`src/rtl/types_pkg.sv`:
```
// Shared payload types for the model/triangle transform path.
package types_pkg;

    localparam int unsigned MODEL_ADDR_W = 12;
    localparam int unsigned MODEL_CNT_W  = 12;
    localparam int unsigned COORD_W      = 16;

    typedef struct packed {
        logic [COORD_W-1:0] x;
        logic [COORD_W-1:0] y;
        logic [COORD_W-1:0] z;
    } vertex_t;

    typedef struct packed {
        vertex_t v0;
        vertex_t v1;
        vertex_t v2;
    } triangle_t;

    typedef struct packed {
        logic [COORD_W-1:0] sx;
        logic [COORD_W-1:0] sy;
        logic [COORD_W-1:0] sz;
        logic [COORD_W-1:0] tx;
        logic [COORD_W-1:0] ty;
        logic [COORD_W-1:0] tz;
    } transform_t;

    typedef struct packed {
        triangle_t  triangle;
        transform_t transform;
    } triangle_tf_t;

    typedef struct packed {
        transform_t              transform;
        logic [MODEL_ADDR_W-1:0] base;
        logic [MODEL_CNT_W-1:0]  count;
        logic                    last_model;
    } model_cmd_t;

    typedef struct packed {
        triangle_t triangle;
        logic      last;
    } fifo_entry_t;

endpackage

```
`src/rtl/tf_out_fifo.sv`:
```
// Two-entry shift FIFO for returned triangles; head and tail are plain registers.
module tf_out_fifo
    import types_pkg::*;
(
    input  logic        clk,
    input  logic        rstn,
    input  logic        push,
    input  fifo_entry_t push_data,
    input  logic        pop,
    output fifo_entry_t head,
    output logic [1:0]  count,
    output logic        valid
);

    fifo_entry_t tail;
    logic [1:0]  count_next;

    always_comb begin
        count_next = count;
        if (push && !pop) begin
            count_next = count + 2'd1;
        end else if (pop && !push) begin
            count_next = count - 2'd1;
        end
    end

    // On pop the tail shifts into the head; a simultaneous push lands behind it.
    always_ff @(posedge clk or negedge rstn) begin
        if (!rstn) begin
            head  <= '0;
            tail  <= '0;
            count <= 2'd0;
            valid <= 1'b0;
        end else begin
            count <= count_next;
            valid <= (count_next != 2'd0);
            if (pop) begin
                if (push && count == 2'd1) begin
                    head <= push_data;
                end else begin
                    head <= tail;
                end
                if (push && count == 2'd2) begin
                    tail <= push_data;
                end
            end else if (push) begin
                if (count == 2'd0) begin
                    head <= push_data;
                end else begin
                    tail <= push_data;
                end
            end
        end
    end

endmodule

```
`src/rtl/model_tf_sequencer.sv`:
```
// Streams each model's triangles, paired with its transform, into Transform.
// Optional perf counters are enabled by defining MODEL_TF_SEQ_PERF_EN.
module model_tf_sequencer
    import types_pkg::*;
#(
    parameter int unsigned ADDR_W = MODEL_ADDR_W,
    parameter int unsigned CNT_W  = MODEL_CNT_W
) (
    input  logic              clk,
    input  logic              rstn,
    input  model_cmd_t        cmd_s_data,
    input  logic              cmd_s_valid,
    output logic              cmd_s_ready,
    output logic              tri_rd_en,
    output logic [ADDR_W-1:0] tri_rd_addr,
    input  triangle_t         tri_rd_data,
    output triangle_tf_t      triangle_tf_m_data,
    output logic              triangle_tf_m_metadata,
    output logic              triangle_tf_m_valid,
    input  logic              triangle_tf_m_ready,
`ifdef MODEL_TF_SEQ_PERF_EN
    output logic [31:0]       perf_tri_count,
    output logic [31:0]       perf_stall_count,
`endif
    output logic              frame_done
);

    typedef enum logic [1:0] {IDLE, ISSUE, DRAIN} state_t;

    state_t             state, state_next;
    transform_t         tf_q;
    logic [ADDR_W-1:0]  base_q;
    logic [CNT_W-1:0]   count_q;
    logic [CNT_W-1:0]   issued_q;
    logic               last_model_q;
    logic               inflight_q;
    logic               inflight_last_q;
    logic [1:0]         fifo_count;
    logic               fifo_valid;
    fifo_entry_t        fifo_head;
    logic               pop;
    logic               cmd_fire;
    logic               credit;
    logic               rd_last;
    logic [2:0]         occ;

    assign pop      = fifo_valid & triangle_tf_m_ready;
    assign cmd_fire = cmd_s_valid & cmd_s_ready;
    // pop implies a non-empty FIFO, so occ never underflows.
    assign occ      = 3'(fifo_count) + 3'(inflight_q) - 3'(pop);
    assign credit   = (occ < 3'd2);
    assign rd_last  = last_model_q & (issued_q == count_q - CNT_W'(1));

    always_ff @(posedge clk or negedge rstn) begin
        if (!rstn) begin
            state <= IDLE;
        end else begin
            state <= state_next;
        end
    end

    always_comb begin
        state_next  = state;
        cmd_s_ready = 1'b0;
        tri_rd_en   = 1'b0;
        tri_rd_addr = '0;
        case (state)
            IDLE: begin
                cmd_s_ready = 1'b1;
                if (cmd_s_valid && cmd_s_data.count != '0) begin
                    state_next = ISSUE;
                end
            end
            ISSUE: begin
                if (credit) begin
                    tri_rd_en   = 1'b1;
                    tri_rd_addr = base_q + ADDR_W'(issued_q);
                    if (issued_q + CNT_W'(1) == count_q) begin
                        state_next = DRAIN;
                    end
                end
            end
            DRAIN: begin
                // Leave as soon as the final pop empties the FIFO.
                if (fifo_count == 2'(pop) && !inflight_q) begin
                    state_next = IDLE;
                end
            end
            default: state_next = IDLE;
        endcase
    end

    always_ff @(posedge clk or negedge rstn) begin
        if (!rstn) begin
            tf_q            <= '0;
            base_q          <= '0;
            count_q         <= '0;
            issued_q        <= '0;
            last_model_q    <= 1'b0;
            inflight_q      <= 1'b0;
            inflight_last_q <= 1'b0;
            frame_done      <= 1'b0;
        end else begin
            if (cmd_fire) begin
                tf_q         <= cmd_s_data.transform;
                base_q       <= ADDR_W'(cmd_s_data.base);
                count_q      <= CNT_W'(cmd_s_data.count);
                last_model_q <= cmd_s_data.last_model;
                issued_q     <= '0;
            end else if (tri_rd_en) begin
                issued_q <= issued_q + CNT_W'(1);
            end
            inflight_q      <= tri_rd_en;
            inflight_last_q <= tri_rd_en & rd_last;
            frame_done      <= (pop & fifo_head.last)
                             | (cmd_fire & (cmd_s_data.count == '0) & cmd_s_data.last_model);
        end
    end

    tf_out_fifo u_fifo (
        .clk       (clk),
        .rstn      (rstn),
        .push      (inflight_q),
        .push_data ({tri_rd_data, inflight_last_q}),
        .pop       (pop),
        .head      (fifo_head),
        .count     (fifo_count),
        .valid     (fifo_valid)
    );

    assign triangle_tf_m_data     = {fifo_head.triangle, tf_q};
    assign triangle_tf_m_metadata = fifo_head.last;
    assign triangle_tf_m_valid    = fifo_valid;

`ifdef MODEL_TF_SEQ_PERF_EN
    always_ff @(posedge clk or negedge rstn) begin
        if (!rstn) begin
            perf_tri_count   <= '0;
            perf_stall_count <= '0;
        end else if (frame_done) begin
            perf_tri_count   <= '0;
            perf_stall_count <= '0;
        end else begin
            if (pop && perf_tri_count != '1) begin
                perf_tri_count <= perf_tri_count + 32'd1;
            end
            if (fifo_valid && !triangle_tf_m_ready && perf_stall_count != '1) begin
                perf_stall_count <= perf_stall_count + 32'd1;
            end
        end
    end
`endif

endmodule

```
`config.mk`:
```
export PLATFORM = sky130hd
export DESIGN_NAME = model_tf_sequencer
export DESIGN_NICKNAME = d
export VERILOG_FILES = /design/src/rtl/types_pkg.sv /design/src/rtl/tf_out_fifo.sv /design/src/rtl/model_tf_sequencer.sv
export SDC_FILE = /design/constraint.sdc
export NUM_CORES = 1
export LEC_CHECK = 0
export CORE_MARGIN = 1
export CORE_UTILIZATION = 45
export DETAILED_ROUTE_END_ITERATION = 8
export PLACE_DENSITY_LB_ADDON = 0.12
export SLEW_MARGIN = 15
export SYNTH_ARGS = -nofsm -noshare
export SYNTH_HDL_FRONTEND = slang
export SYNTH_SLANG_ARGS = --single-unit
```
`constraint.sdc`:
```
create_clock -name clk -period 4.9 [get_ports clk]
set_input_delay 0.735 -clock clk [delete_from_list [all_inputs] [get_ports clk]]
set_output_delay 0.735 -clock clk [all_outputs]
set_load 0.02 [all_outputs]
```
==> reports/metrics.csv, run 1 <==
stage;metric;value;unit
routing;routed-via-count;14535;
timing;rsz0062_at_grt;false;
die;io_pins;526;
run;maxCapViolations;0;
timing;slew_violations;0;
setup_path;critPathMaxStageDelay;0.63;ns
routing;avgRoutedWirePerCell;19.0;um
final_layout;final_net_count;2512;
timing;fin_skew;0.0222;ns
synthesis;async_flop_share;1.00;
setup_path;critical_path_class;in2out;
final_layout;fin_cells;2794;
die;die_area;41000;sq um
clock_network;htree_num_levels;2;
setup_path;critPathLaunchType;input port;
clock_network;insertion_delay;0.58;ns
setup_path;crit_chain;clkdlybuf4s50_1, nand2_1, inv_1, ha_1, nor2b_1, fa_1, nand3b_1, or2_1, inv_1, and3_1, mux2i_1, nand3_1, clkdlybuf4s50_1;
timing;slew_headroom;0.312;
timing;setup_tns;0;ns
synthesis;yosysSeqAreaShare;0.597;
final_layout;layout-drive-gt1-share;0.114;
synthesis;synth_area;18100;sq um
synthesis;ys_warn_count;0;
grt;grtUsageTotal;0.257;
timing;finalSetupViolCount;0;
clock_network;cts_buffers;47;
timing;hold_viol_final;0;
place;io_buffers;525;
synthesis;synth-edff-count;0;
routing;antenna_left;0;
die;start_util;0.456;
clock_network;clock-sinks;431;
grt;grt_max_degree;105;
clock_network;cts_hold_buffers;0;
clock_network;cts_tree;built;
timing;fmax;218;MHz
setup_path;cp.arrival;3.85;ns
clock_network;post_cts.repair.setup_buffers;0;
place;dp_cells;2700;
power;power_density;713;nW/um^2
place;place_hpwl;36100;um
synthesis;synthFlopType;dfrtp_1;
status;status;complete, no violations;
die;die_w;202;um
power;p_leak;0.0117;uW
grt;grt_pass1_wl;82700;um
routing;drt_wl_total;53200;um
timing;timing.hold.ws;0.195;ns
synthesis;synthCells;1734;
routing;drc;0;
timing;layout_min_cycle_time;4.58;ns
final_layout;syn_to_final_growth;40.8;%
place;place.gp.congestion;0.844;
setup_path;cp_max_fo;5;
synthesis;ys_seq_elements;431;
synthesis;synth_cell_types;52;
routing;drtIter0Drc;986;
setup_path;cp-end-kind;output pin;
die;chipHeight;202;um
setup_path;reg2reg_depth;13;
power;peakVddDrop;0.389;mV
synthesis;synth.avg_cell_area;10.4;sq um
final_layout;final_util;0.642;
grt;grt-ovfl-total;0;
worst_hold_path;hold_path.class;in2async;
synthesis;syn-num-nets;2022;
clock_network;cts-root-buf;clkbuf_16;
die;row_count;73;
die;core-area;39600;sq um
setup_path;critPathRequiredTime;4.16;ns
routing;firstDrtPassIters;8;
timing;worst_pin_slew;1.03;ns
clock_network;ctsResizeCount;0;
grt;antenna_found_initial;5;
timing;fin_crit_sh;0.935;
setup_path;cp_slowest_cell;clkdlybuf4s50_1;
clock_network;clockBufferDepth;3;
clock_network;clkTransAtPathRegs;0.06;ns
routing;viasPerCell;5.20;
grt;first_global_vias;14789;
placed cells by master, fill, tap and decap left out, types with 6 or more instances in the layout:
cell / n
buf_4: 17
mux2_2: 145
nor4_1: 8
clkbuf_16: 47
clkinv_2: 9
nand3_1: 15
ha_1: 17
xnor2_1: 19
a21oi_1: 14
clkdlybuf4s50_1: 524
xor2_1: 15
and2_1: 6
o21ai_0: 31
nand2_1: 658
diode_2: 6
clkbuf_8: 18
dfrtp_1: 431
nor2_1: 25
inv_1: 17
a22oi_1: 145
o21a_1: 6
clkbuf_1: 8
nor3_1: 8
sequential cells by signal (all words and copies together) (netlist names), 2 cells and up:
register,count
base_q,12
count_q,12
issued_q,12
state,2
triangle_tf_m_data,96
u_fifo.count,2
u_fifo.head,145
u_fifo.tail,145
worst max-delay path, delay by kind of cell:
family                   cells  cell delay (ns)
adder cells (fa/ha/maj)      2             0.66
multiplexers                 1             0.08
buffers and inverters        4             1.39
AND/OR/NAND/NOR              6             0.99
cell usage after synthesis (all sizes together) (5+ instances only):
| cell | number | area share |
|---|---|---|
| mux2i | 5 | 0.0028 |
| nand3 | 15 | 0.0042 |
| o21a | 6 | 0.0025 |
| a21oi | 16 | 0.0044 |
| nor3 | 9 | 0.0028 |
| o21ai | 31 | 0.0086 |
| a22oi | 145 | 0.060 |
| inv | 17 | 0.0035 |
| xor2 | 15 | 0.0073 |
| xnor2 | 19 | 0.0092 |
| and2 | 7 | 0.0024 |
| mux2 | 145 | 0.090 |
| nor4 | 9 | 0.0035 |
| nor2 | 26 | 0.0054 |
| dfrtp | 431 | 0.60 |
| buf | 15 | 0.0037 |
| clkbuf | 90 | 0.019 |
| ha | 17 | 0.012 |
| nand2 | 659 | 0.14 |
power breakdown:
group | internal, uW | total, uW | switching, uW
sequential | 5320 | 6370 | 1050
combinational | 3830 | 8190 | 4360
clock | 2150 | 3580 | 1430
total | 11300 | 18100 | 6840
worst paths after layout:
kind / slack (ns) / to / start
min reg2reg: 0.47 / triangle_tf_m_data[94]$_DFFE_PN0P_ / triangle_tf_m_data[94]$_DFFE_PN0P_
max reg2reg: 1.93 / issued_q[5]$_DFFE_PN0P_ / u_fifo.valid$_DFF_PN0_
min in group clk: 0.47 / triangle_tf_m_data[94]$_DFFE_PN0P_ / triangle_tf_m_data[94]$_DFFE_PN0P_
min: 0.20 / u_fifo.tail[122]$_DFFE_PN0P_ / rstn
max in group asynchronous: 3.62 / triangle_tf_m_data[76]$_DFFE_PN0P_ / rstn
max: 0.32 / tri_rd_addr[11] / triangle_tf_m_ready
cell families after synthesis:
kind of cell,Yosys count,share of synthesized area
flops,431,0.597
compound gates,228,0.0892
simple gates,750,0.165
buf+inv,122,0.0259
mux,150,0.0931
xor+xnor,34,0.0165
fa+ha+maj,19,0.0140
per-stage QoR:
step	setup slack [ns]	total power, uW	cell area, sq um
final	0.317	18100	25400
after global routing	0.111	19200	25400
after global placement	0.363	14400	23800
after floorplan	0.972	10900	18100
after CTS	0.321	18300	25400
after detailed placement	0.349	14600	23800
final cells by class:
class                      count  area (sq um)
sequential                   431         10800
clock inverter                15           140
inverter                      17          63.8
timing repair buffer         546          5470
multi-input combinational   1181          6860
antenna                        6          15.0
tap                          525           657
clock buffer                  73          1450
fill                        3209         14200
per-layer routing:
layer	vias up	global-route usage	wire length [um]
li1	6801	-	-
met1	7107	0.312	20900
met2	523	0.428	26000
met3	104	0.0668	3950
met4	0	0.122	2320
met5	-	0	0
Note: power is estimated with default switching activity, not from simulation.
==> run 2: changes to the inputs <==
- GPL_ROUTABILITY_DRIVEN: unset -> 0
- SLEW_MARGIN: 15 -> 40
==> run 2 against run 1 <==
Net effect:
- final cell count barely moved
- flip-flop and latch count did not move
- global-route usage rose by 0.059 points
- critical path type unchanged
- critical endpoint unchanged
- largest power group unchanged
- highest routed layer unchanged
==> reports/metrics.csv, run 2 (synthesized netlist as in run 1, its figures left out) <==
stage;metric;value;unit;change
place;place_hpwl;36300;um;was 36100 um
clock_network;cts_tree;built;;unchanged
die;core-area;39600;sq um;unchanged
timing;worst_pin_slew;0.844;ns;was 1.03 ns
clock_network;insertion_delay;0.58;ns;about the same
timing;slew_violations;0;;unchanged
grt;grt_pass1_wl;82900;um;was 82700 um
timing;timing.hold.ws;0.472;ns;was 0.195 ns
timing;fin_skew;0.0152;ns;was 0.0222 ns
die;chipHeight;202;um;unchanged
timing;finalSetupViolCount;0;;unchanged
clock_network;post_cts.repair.setup_buffers;0;;unchanged
die;start_util;0.456;;unchanged
routing;routed-via-count;14528;;was 14535
setup_path;critPathLaunchType;input port;;unchanged
worst_hold_path;min_path_cells;2;;
final_layout;final_net_count;2514;;was 2512
routing;firstDrtPassIters;5;;was 8
grt;grt_max_degree;105;;unchanged
worst_hold_path;hold_path.class;reg2reg;;was in2async
status;status;complete, no violations;;unchanged
setup_path;cp_max_fo;5;;unchanged
power;peakVddDrop;0.422;mV;was 0.389 mV
die;io_pins;526;;unchanged
power;total_power;18100;uW;about the same
clock_network;cts-root-buf;clkbuf_16;;unchanged
timing;slew_headroom;0.438;;was 0.312
clock_network;cts_hold_buffers;0;;unchanged
clock_network;cts_buffers;46;;was 47
die;die_w;202;um;unchanged
routing;avgRoutedWirePerCell;19.0;um;about the same
setup_path;cp-end-kind;output pin;;unchanged
final_layout;final_common_cell;nand2_1;;unchanged
final_layout;layout-drive-gt1-share;0.110;;was 0.114
place;dp_cells;2701;;was 2700
grt;grtUsageTotal;0.258;;was 0.257
setup_path;reg2reg_depth;13;;unchanged
final_layout;final_cell_mix;nand2_1 (658), clkdlybuf4s50_1 (524), dfrtp_1 (431);;unchanged
clock_network;clock-sinks;431;;unchanged
setup_path;critical_path_class;in2out;;unchanged
routing;viasPerCell;5.20;;about the same
power;p_leak;0.0116;uW;was 0.0117 uW
clock_network;clkTransAtPathRegs;0.06;ns;about the same
power;power_density;710;nW/um^2;was 713 nW/um^2
grt;first_global_vias;14902;;was 14789
routing;drtIter0Drc;841;;was 986
timing;setup_tns;0;ns;unchanged
setup_path;cp.arrival;3.88;ns;was 3.85 ns
timing;layout_min_cycle_time;4.61;ns;was 4.58 ns
clock_network;clockBufferDepth;3;;unchanged
timing;fin_crit_sh;0.941;;was 0.935
routing;drc;0;;unchanged
die;row_count;73;;unchanged
final_layout;fin_cells;2796;;was 2794
grt;grt-ovfl-total;0;;unchanged
grt;antenna_found_initial;8;;was 5
clock_network;ctsResizeCount;0;;unchanged
place;io_buffers;525;;unchanged
clock_network;htree_num_levels;2;;unchanged
timing;fmax;217;MHz;was 218 MHz
run;maxCapViolations;0;;unchanged
final_layout;syn_to_final_growth;40.7;%;was 40.8%
routing;drt_wl_total;53200;um;about the same
timing;rsz0062_at_grt;false;;unchanged
die;die_area;41000;sq um;unchanged
setup_path;critPathRequiredTime;4.16;ns;about the same
timing;hold_viol_final;0;;unchanged
routing;antenna_left;0;;unchanged
## run 2: cell types whose count changed in the layout (fill, tap and decap cells not counted), sizes merged
cell,change
diode,+3
inv,-1
dlygate4sd3,+1
clkinv,-2
buf,+2
clkbuf,-2
bufinv,+1
## run 2: through the flow
stage	worst slack [ns]	util	cell area, sq um
global placement	0.363	0.601	23800
floorplan	0.972	-	18100
global route	0.0920	0.641	25400
CTS	0.291	0.640	25400
finish	0.287	0.641	25400
detailed placement	0.316	0.602	23900
## run 2: worst max-delay path: stages
cell and delay (ns):
clkdlybuf4s50_1 0.46, nand2_1 0.06, inv_1 0.07, ha_1 0.24
nor2b_1 0.15, fa_1 0.43, nand3b_1 0.19, or2_1 0.30
inv_1 0.22, and3_1 0.22, mux2i_1 0.08, nand3_1 0.08
clkdlybuf4s50_1 0.64
## run 2: cell type report
type                       instances  area (sq um)
fill                            3231         14200
sequential                       431         10800
multi-input combinational       1181          6860
timing repair buffer             549          5530
clock buffer                      71          1350
tap                              525           657
clock inverter                    13           163
inverter                          17          63.8
antenna                            9          22.5
## run 2: worst paths after layout
check	start	endpoint	slack, ns
min	triangle_tf_m_data[12]$_DFFE_PN0P_	triangle_tf_m_data[12]$_DFFE_PN0P_	0.47
max reg2reg	u_fifo.valid$_DFF_PN0_	issued_q[5]$_DFFE_PN0P_	1.96
max	triangle_tf_m_ready	tri_rd_addr[11]	0.29
min in group asynchronous	rstn	u_fifo.tail[117]$_DFFE_PN0P_	0.60
max in group asynchronous	rstn	u_fifo.tail[24]$_DFFE_PN0P_	3.04
min reg2reg	triangle_tf_m_data[12]$_DFFE_PN0P_	triangle_tf_m_data[12]$_DFFE_PN0P_	0.47
## run 2: power breakdown
| group | switching (uW) | internal, uW | total, uW |
|---|---|---|---|
| Combinational | 4380 | 3850 | 8230 |
| Sequential | 1040 | 5320 | 6360 |
| Clock | 1420 | 2050 | 3470 |
## run 2: metal layers
layer / track usage / vias up / routed length, um
li1: - / 6811 / -
met5: 0 / - / 0
met2: 0.428 / 503 / 26200
met3: 0.0663 / 110 / 4100
met4: 0.133 / 0 / 2330
met1: 0.310 / 7104 / 20600
==> run 3: changes to the inputs <==
- CORE_MARGIN: 1 -> 3
==> run 3 against run 2 <==
Net effect:
- combinational power grew 0.7%
- critical endpoint unchanged
- cell area grew 0.28%
- total power grew 0.78%
- flip-flop and latch count is the same
- count of clock-buffer cells in the layout grew 3
==> reports/metrics.csv, run 3 (synthesized netlist as in run 1, its figures left out) <==
stage;metric;value;unit;change
final_layout;final_net_count;2512;;was 2514
routing;viasPerCell;5.20;;about the same
clock_network;post_cts.repair.setup_buffers;0;;unchanged
die;core-area;39200;sq um;was 39600 sq um
die;row_count;72;;was 73
status;status;complete, no violations;;unchanged
final_layout;final_cell_mix;nand2_1 (658), clkdlybuf4s50_1 (524), dfrtp_1 (431);;unchanged
final_layout;fillers;3113;;was 3231
power;clockPowerShare;0.195;;was 0.192
timing;finalSetupViolCount;0;;unchanged
clock_network;cts_buffers;47;;was 46
place;dpl-instance-area;23900;sq um;about the same
die;die_area;42600;sq um;was 41000 sq um
die;chipHeight;206;um;was 202 um
routing;antenna_left;0;;unchanged
clock_network;cts-root-buf;clkbuf_16;;unchanged
timing;rsz0062_at_grt;false;;unchanged
grt;grt_pass1_wl;83000;um;was 82900 um
clock_network;cts_tree;built;;unchanged
grt;grt-ovfl-total;0;;unchanged
worst_hold_path;hold_path.class;in2async;;was reg2reg
power;p_leak;0.0117;uW;was 0.0116 uW
final_layout;final_area;25500;sq um;was 25400 sq um
timing;fin_skew;0.0268;ns;was 0.0152 ns
power;seqPwrFrac;0.349;;was 0.352
place;place_hpwl;37300;um;was 36300 um
setup_path;critPathLaunchType;input port;;unchanged
clock_network;clock-sinks;431;;unchanged
clock_network;cts_hold_buffers;0;;unchanged
timing;slew_violations;0;;unchanged
timing;layout_min_cycle_time;4.65;ns;was 4.61 ns
clock_network;clkTransAtPathRegs;0.06;ns;about the same
clock_network;ctsResizeCount;0;;unchanged
timing;fin_crit_sh;0.950;;was 0.941
timing;fmax;215;MHz;was 217 MHz
power;comb_power_share;0.455;;was 0.456
setup_path;critPathRequiredTime;4.16;ns;about the same
routing;drtIter0Drc;848;;was 841
setup_path;cp-end-kind;output pin;;unchanged
timing;slew_headroom;0.466;;was 0.438
final_layout;layout-drive-gt1-share;0.111;;was 0.110
die;io_pins;526;;unchanged
power;switchingPower;6850;uW;was 6840 uW
clock_network;htree_num_levels;2;;unchanged
routing;firstDrtPassIters;5;;unchanged
setup_path;cp.arrival;3.92;ns;was 3.88 ns
routing;routed-via-count;14458;;was 14528
power;power_switching_share;0.376;;was 0.379
routing;drt_wl_total;54500;um;was 53200 um
power;peakVddDrop;0.415;mV;was 0.422 mV
setup_path;critPathMaxStageDelay;0.61;ns;was 0.64 ns
grt;first_global_vias;14723;;was 14902
die;start_util;0.461;;was 0.456
routing;drc;0;;unchanged
grt;grtUsageTotal;0.249;;was 0.258
place;io_buffers;525;;unchanged
final_layout;final_common_cell;nand2_1;;unchanged
run;maxCapViolations;0;;unchanged
setup_path;critical_path_class;in2out;;unchanged
final_layout;final_util;0.651;;was 0.641
power;p_int;11400;uW;was 11200 uW
power;power_density;714;nW/um^2;was 710 nW/um^2
setup_path;cp_max_fo;5;;unchanged
timing;worst_pin_slew;0.799;ns;was 0.844 ns
setup_path;crit_chain;clkdlybuf4s50_1, nand2_1, inv_1, ha_1, nor2b_1, fa_1, nand3b_1, or2_1, inv_1, and3_1, mux2i_1, nand3_1, clkdlybuf4s50_1;;unchanged
grt;grt_max_degree;146;;was 105
timing;timing.hold.ws;0.0689;ns;was 0.472 ns
timing;hold_viol_final;0;;unchanged
grt;antenna_found_initial;10;;was 8
clock_network;insertion_delay;0.57;ns;was 0.58 ns
timing;setup_tns;0;ns;unchanged
clock_network;clockBufferDepth;3;;unchanged
final_layout;fin_cells;2783;;was 2796
routing;avgRoutedWirePerCell;19.6;um;was 19.0 um
die;die_w;206;um;was 202 um
place;dp_cells;2691;;was 2701
final_layout;syn_to_final_growth;41.1;%;was 40.7%
setup_path;cp_slowest_cell;clkdlybuf4s50_1;;unchanged
-- run 3: worst max-delay path: cells and delay by family --
kind | cells | cell delay (ns)
multiplexers | 1 | 0.07
buffers and inverters | 4 | 1.39
adder cells (fa/ha/maj) | 2 | 0.67
AND/OR/NAND/NOR | 6 | 1.05
-- run 3: worst paths after layout --
| kind | cells after the start | slack, ns | startpoint | end |
|---|---|---|---|---|
| worst max register to register | 12 | 1.90 | u_fifo.valid$_DFF_PN0_ | issued_q[3]$_DFFE_PN0P_ |
| worst max-delay path | 13 | 0.25 | triangle_tf_m_ready | tri_rd_addr[11] |
| min in group clk | 2 | 0.47 | triangle_tf_m_data[76]$_DFFE_PN0P_ | triangle_tf_m_data[76]$_DFFE_PN0P_ |
| worst min register to register | 2 | 0.47 | triangle_tf_m_data[76]$_DFFE_PN0P_ | triangle_tf_m_data[76]$_DFFE_PN0P_ |
| worst min-delay path | 1 | 0.07 | rstn | u_fifo.tail[118]$_DFFE_PN0P_ |
| max in group asynchronous | 3 | 3.45 | rstn | base_q[10]$_DFFE_PN0P_ |
-- run 3: cell type report --
| cell class | instances | area, sq um | share of cell area |
|---|---|---|---|
| Antenna cell | 7 | 17.5 | 0.000687 |
| Clock buffer | 74 | 1470 | 0.0577 |
| Timing Repair Buffer | 546 | 5550 | 0.218 |
| Clock inverter | 9 | 98.8 | 0.00388 |
| Sequential cell | 431 | 10800 | 0.423 |
| Tap cell | 518 | 648 | 0.0254 |
| Inverter | 17 | 63.8 | 0.00250 |
| Multi-Input combinational cell | 1181 | 6870 | 0.269 |
-- run 3: metal layers --
layer	up-vias	GRT usage	wire length (um)
li1	6803	-	-
met3	90	0.0753	4340
met1	7122	0.304	21300
met5	-	0	55
met2	435	0.420	27100
met4	8	0.0924	1720
-- run 3: metrics by stage --
stage                     total power, uW  setup WS, ns
after floorplan                     10900         0.972
after global placement              14500         0.274
after detailed placement            14700         0.270
after CTS                           18300         0.236
after global routing                19300        0.0801
final                               18200         0.246
-- run 3: power by group through the flow --
stage / clock network, uW / registers, uW / logic, uW
after floorplan: 0 / 7380 / 3530
after global placement: 0 / 6300 / 8190
after detailed placement: 0 / 6370 / 8330
after CTS: 3640 / 6350 / 8360
after global routing: 3790 / 6560 / 8950
final: 3560 / 6350 / 8290
==> edit 1: new RTL, config.mk and constraints of run 1 <==
Set the package constant `MODEL_CNT_W` to 18 (it was 12).
--- a/src/rtl/types_pkg.sv
+++ b/src/rtl/types_pkg.sv
@@ -3,5 +3,5 @@
 
     localparam int unsigned MODEL_ADDR_W = 12;
-    localparam int unsigned MODEL_CNT_W  = 12;
+    localparam int unsigned MODEL_CNT_W  = 18;
     localparam int unsigned COORD_W      = 16;
 
Interface: changed (resized cmd_s_data); port bits go from 526 to 532. No check against the original RTL was run, so the function may have changed too.
==> edit 1 against run 1 <==
- count of clock-buffer cells in the layout rose by 2
- largest cell class unchanged
- critical endpoint is now tri_rd_addr[1]
- largest power group unchanged
- synthesized area up 5.0%
- critical path type unchanged
- sequential cell count rose by 12
- cell area rose by 3.8%
- die area rose by 4.9%
- routed wire length grew 6.8%
- first-iteration DRC count increased by 11%
- clock skew fell by 0.0074 ns
- power decreased by 9.9%
- worst setup slack got worse by 0.034 ns
- highest routed layer is now met5
==> edit 1: results (changes against run 1) <==
CTS
  – CTS Buf Count: 48 (+2.1%)

Place
  – Placed Cells: 2815 (+4.3%)
  – Detail Placement HPWL: 38200 um (+5.7%)
  – Place WS: 0.288 ns (-0.0612 ns)
  – GP Congestion: 0.907 (+7.4%)
  – Port Buf Inserts: 531 (+1.1%)

STA
  – Post-layout minimum cycle time: 4.62 ns (+0.0339 ns)
  – Worst slew margin: 0.288 (-0.0241)
  – Clock skew: 0.0148 ns (-0.00739 ns)

Critical path
  – Worst R2R End: inflight_last_q$_DFF_PN0_
  – FF-to-FF setup slack: 1.52 ns (-0.41 ns)
  – CP max stage delay: 0.60 ns (-0.03 ns)
  – Crit. Startpoint: triangle_tf_m_ready
  – CP endpoint: tri_rd_addr[1]
  – Worst Path Max Fanout: 12 (+7)
  – Worst reg-to-reg path cell count: 14 (+1)
  – Worst EP arrival: 3.88 ns (+0.03 ns)

Detailed routing
  – Drt wl/cell: 19.5 um (+2.5%)
  – Detailed Route Iter0 Violations: 1099 (+11%)
  – Routed vias/inst: 5.28 (+1.6%)
  – DRT Pass-1 Iters: 5 (-3)
  – Final wirelength: 56800 um (+6.8%)

Yosys
  – Synth area leaders: dfrtp_1 (58%), nand2_1 (14%), mux2_2 (8.7%)
  – Post-synthesis adder-cell area fraction: 0.0139 (-0.000134)
  – Syn nets: 2147 (+6.2%)
  – Compound-Gate Fraction of Synth Area: 0.0929 (+0.00370)
  – Post-Synth XOR/XNOR Area: 0.0212 (+0.00476)
  – Synthesized area per cell: 10.2 sq um (-1.8%)
  – Synth cell count leaders: nand2_1 (706), dfrtp_1 (443), a22oi_1 (146), mux2_2 (146), clkbuf_1 (101)
  – Seq/Total Area, Yosys: 0.584 (-0.0124)
  – Post-synthesis cell type count: 63 (+21%)
  – Synth warn: 0 (unchanged)
  – Multiplexer area fraction after synthesis: 0.0877 (-0.00539)

Power and ir drop
  – Peak supply drop: 466 uV (+20%)
  – Leakage: 12.1 nW (+3.4%)

Cells and area
  – Share of layout cells above drive strength 1: 0.106 (-0.00763)
  – Final nets: 2627 (+4.6%)

Global routing
  – Initial antenna violation count: 11 (+6)
  – Largest net degree at the start of global routing: 146 (+39%)
  – GRT Total Usage: 0.262 (+0.00460)
  – First-pass GRT wire length: 89000 um (+7.6%)
  – Vias in the first global route: 16018 (+8.3%)

Status
  – Status: complete, no violations
[edit 1: cell types whose count changed in the layout (fill, tap and decap cells not counted), moves of 7 or more]
cell,before,now
nand2_1,658,705
buf_4,17,8
dfrtp_1,431,443
xnor2_1,19,30
clkbuf_8,18,11
[edit 1: cells by family (layout without fill, tap and decap cells)]
logic type / after synthesis / in the layout
other: 0 / 9
xor gates and xnor gates: 46 / 46
buffers and inverters: 132 / 648
DFF: 443 / 443
adders and majority gates: 20 / 20
AOI/OAI and AO/OA: 248 / 248
muxes: 148 / 148
and+or+nand+nor: 816 / 816
[edit 1: metal layers]
layer	share of wire	routed length, um	up-vias	GRT usage
li1	-	-	7202	-
met1	0.39	22400	7544	0.312
met2	0.48	27100	491	0.421
met3	0.079	4500	132	0.0849
met4	0.047	2660	6	0.142
met5	0.0014	77	-	0.00890
[edit 1: per-stage QoR]
step / hold WS (ns) / instance area (sq um) / power, mW
finish: 0.192 / 26400 / 16.4
global route: 0.234 / 26400 / 17.3
CTS: 0.192 / 26400 / 16.5
detailed placement: 0.461 / 24800 / 12.7
global placement: 0.459 / 24800 / 12.5
floorplan: 0.439 / 19000 / 9.71
[edit 1: layout make-up]
type | count | area, sq um
Multi-Input combinational cell | 1278 | 7410
Antenna cell | 9 | 22.5
Sequential cell | 443 | 11100
Tap cell | 532 | 666
Fill cell | 3304 | 14800
Inverter | 15 | 56.3
Clock inverter | 11 | 173
Clock buffer | 75 | 1460
Timing Repair Buffer | 547 | 5540
[edit 1: power by group]
part	switching [mW]	total [mW]	internal [mW]	leakage, nW
logic	3.53	6.68	3.15	5.83
clock network	1.46	3.70	2.25	0.795
registers	0.853	5.97	5.12	5.44
total	5.84	16.4	10.5	12.1
==> edit 2: new RTL, config.mk and constraints of run 1 <==
Without the edit above. Re-encode `state_t` (3 states) as one-hot, 3 bits wide.
--- a/src/rtl/model_tf_sequencer.sv
+++ b/src/rtl/model_tf_sequencer.sv
@@ -26,5 +26,5 @@
 );
 
-    typedef enum logic [1:0] {IDLE, ISSUE, DRAIN} state_t;
+    typedef enum logic [2:0] {IDLE = 3'b001, ISSUE = 3'b010, DRAIN = 3'b100} state_t;
 
     state_t             state, state_next;
Formal check against the unedited RTL: same outputs for any inputs over 4 cycles, from zero or initial values and one cycle with rstn low; so few cycles prove little.
==> edit 2 against run 1 <==
- synthesized area up 0.20%
- critical endpoint is now tri_rd_addr[10]
- die area up 0.20%
- global-route usage down 0.39 points
- fmax down 1.2%
- cell area down 0.58%
- worst setup slack worse by 0.058 ns
- sequential cell count up 1
- power down 6.6%
- non-clock buffer count down 9
- clock skew down 0.0061 ns
- largest cell class unchanged
- routed wire length down 1.7%
- synthesized cell count up 0.23%
- sequential power down 2%
==> edit 2: results (changes against run 1) <==
Yosys
  – Synth cell count leaders: nand2_1 (677), dfrtp_1 (431), a22oi_1 (145), mux2_2 (145), clkbuf_1 (89)
  – Cells after Synth: 1738 (+0.23%)
  – Top FF cell, synth: dfrtp_1
  – Syn nets: 2026 (+0.20%)
  – Seq/Total Area, Yosys: 0.597 (about the same)
  – Ys async rst share: 1.00 (unchanged)
  – Synth area leaders: dfrtp_1 (60%), nand2_1 (14%), mux2_2 (9.0%)
  – Post-synthesis cell type count: 55 (+5.8%)
  – Synth warn: 0 (unchanged)

Place
  – Detail Placement HPWL: 34700 um (-3.9%)
  – GP Congestion: 0.877 (+3.9%)
  – Placed Cells: 2698 (-0.074%)
  – Place WS: 0.242 ns (-0.108 ns)
  – Port Buf Inserts: 525 (unchanged)

CTS
  – Skew-Pair Late Insertion Delay: 0.58 ns (about the same)
  – CTS Buf Count: 46 (-2.1%)
  – Htree depth: 2 (unchanged)
  – Max Root-Sink Buffers: 3 (unchanged)
  – Post-CTS Resized: 0 (unchanged)
  – Clock slew at reported path FFs: 0.06 ns (about the same)
  – Root Buffer: clkbuf_16
  – Post-CTS Setup Inserts: 0 (unchanged)

STA
  – Setup-failing EPs final: 0 (unchanged)
  – Clock skew: 0.0161 ns (-0.00611 ns)
  – Worst slew margin: 0.362 (+0.0502)
  – Max-slew violations: 0 (unchanged)

Cells and area
  – Final nets: 2509 (-0.12%)
  – FILL cells: 3235 (+0.81%)
  – Share of layout cells above drive strength 1: 0.104 (-0.0102)
  – Most common cell after layout, fill and taps aside: nand2_1

Detailed routing
  – Vias: 14414 (-0.83%)
  – Detailed Route Iter0 Violations: 1039 (+5.4%)
  – DRT Pass-1 Iters: 5 (-3)
  – Drt wl/cell: 18.8 um (-1.3%)
  – Final wirelength: 52300 um (-1.7%)

Power and ir drop
  – Leakage: 11.8 nW (+0.82%)
  – Logic pwr share: 0.437 (-0.015)
  – P_sw: 6.35 mW (-7.2%)
  – Peak supply drop: 496 uV (+27%)

Hold path
  – Hold Crit Class: input port to asynchronous set/reset pin

Global routing
  – Largest net degree at the start of global routing: 146 (+39%)
  – GRT Total Usage: 0.253 (-0.00393)
  – First-pass GRT wire length: 81900 um (-1.0%)
  – Vias in the first global route: 14800 (+0.074%)
  – Initial antenna violation count: 6 (+1)

Status
  – Status: complete, no violations

Critical path
  – CP max stage delay: 0.64 ns
  – Worst Path Max Fanout: 16 (+11)
  – CP max-delay cell: clkdlybuf4s50_1
  – Crit. Startpoint: triangle_tf_m_ready
  – Reg-to-reg critical path startpoint: u_fifo.valid$_DFF_PN0_
  – Worst EP arrival: 3.91 ns (+0.06 ns)
-- edit 2: critical path, delay by kind of cell --
| family | cells | cell delay [ns] |
|---|---|---|
| simple gates | 4 | 0.49 |
| buf+inv | 5 | 1.80 |
| mux | 1 | 0.17 |
| fa+ha+maj | 2 | 0.71 |
-- edit 2: metrics by stage --
stage                     cell area, sq um  hold WS, ns
after floorplan                      18100        0.439
after global placement               23900        0.456
after detailed placement             23900        0.461
after CTS                            25300        0.195
after global routing                 25300        0.219
final                                25300        0.165
-- edit 2: area by class of cell --
class	count	area (sq um)	area share
Sequential cell	432	10800	0.427
Clock inverter	7	58.8	0.00233
Multi-Input combinational cell	1188	6880	0.272
Antenna cell	3	7.51	0.000297
Timing Repair Buffer	537	5460	0.216
Clock buffer	75	1360	0.0538
Inverter	16	60.1	0.00237
Tap cell	525	657	0.0260
-- edit 2: cells by family after synthesis --
family | Yosys count | synth area share
fa+ha+maj | 19 | 0.0140
buf+inv | 118 | 0.0257
mux | 150 | 0.0929
compound gates | 218 | 0.0857
xor+xnor | 32 | 0.0155
flops | 432 | 0.597
simple gates | 769 | 0.169
-- edit 2: final timing paths --
kind,to,slack [ns],depth (start not counted)
max,tri_rd_addr[10],0.26,12
min,base_q[5]$_DFFE_PN0P_,0.17,1
min reg2reg,triangle_tf_m_data[1]$_DFFE_PN0P_,0.47,2
min in group clk,triangle_tf_m_data[1]$_DFFE_PN0P_,0.47,2
max reg2reg,state[1]$_DFFE_PN0P_,1.57,11
max in group asynchronous,triangle_tf_m_data[87]$_DFFE_PN0P_,3.47,2
-- edit 2: power groups by stage --
| stage | clock network, mW | logic, mW | registers [mW] |
|---|---|---|---|
| 2_1_floorplan | 0 | 3.02 | 7.28 |
| 3_3_place_gp | 0 | 7.34 | 6.19 |
| 3_5_place_dp | 0 | 7.46 | 6.27 |
| 4_1_cts | 3.38 | 7.49 | 6.24 |
| 5_1_grt | 3.51 | 8.03 | 6.46 |
| 6_report | 3.29 | 7.41 | 6.25 |
-- edit 2: metal layers --
| metal | routed length [um] | track usage | part of all wire |
|---|---|---|---|
| met5 | 45 | 0 | 0.00086 |
| met4 | 2100 | 0.115 | 0.040 |
| met3 | 4290 | 0.0778 | 0.082 |
| met2 | 24700 | 0.408 | 0.47 |
| met1 | 21100 | 0.313 | 0.40 |
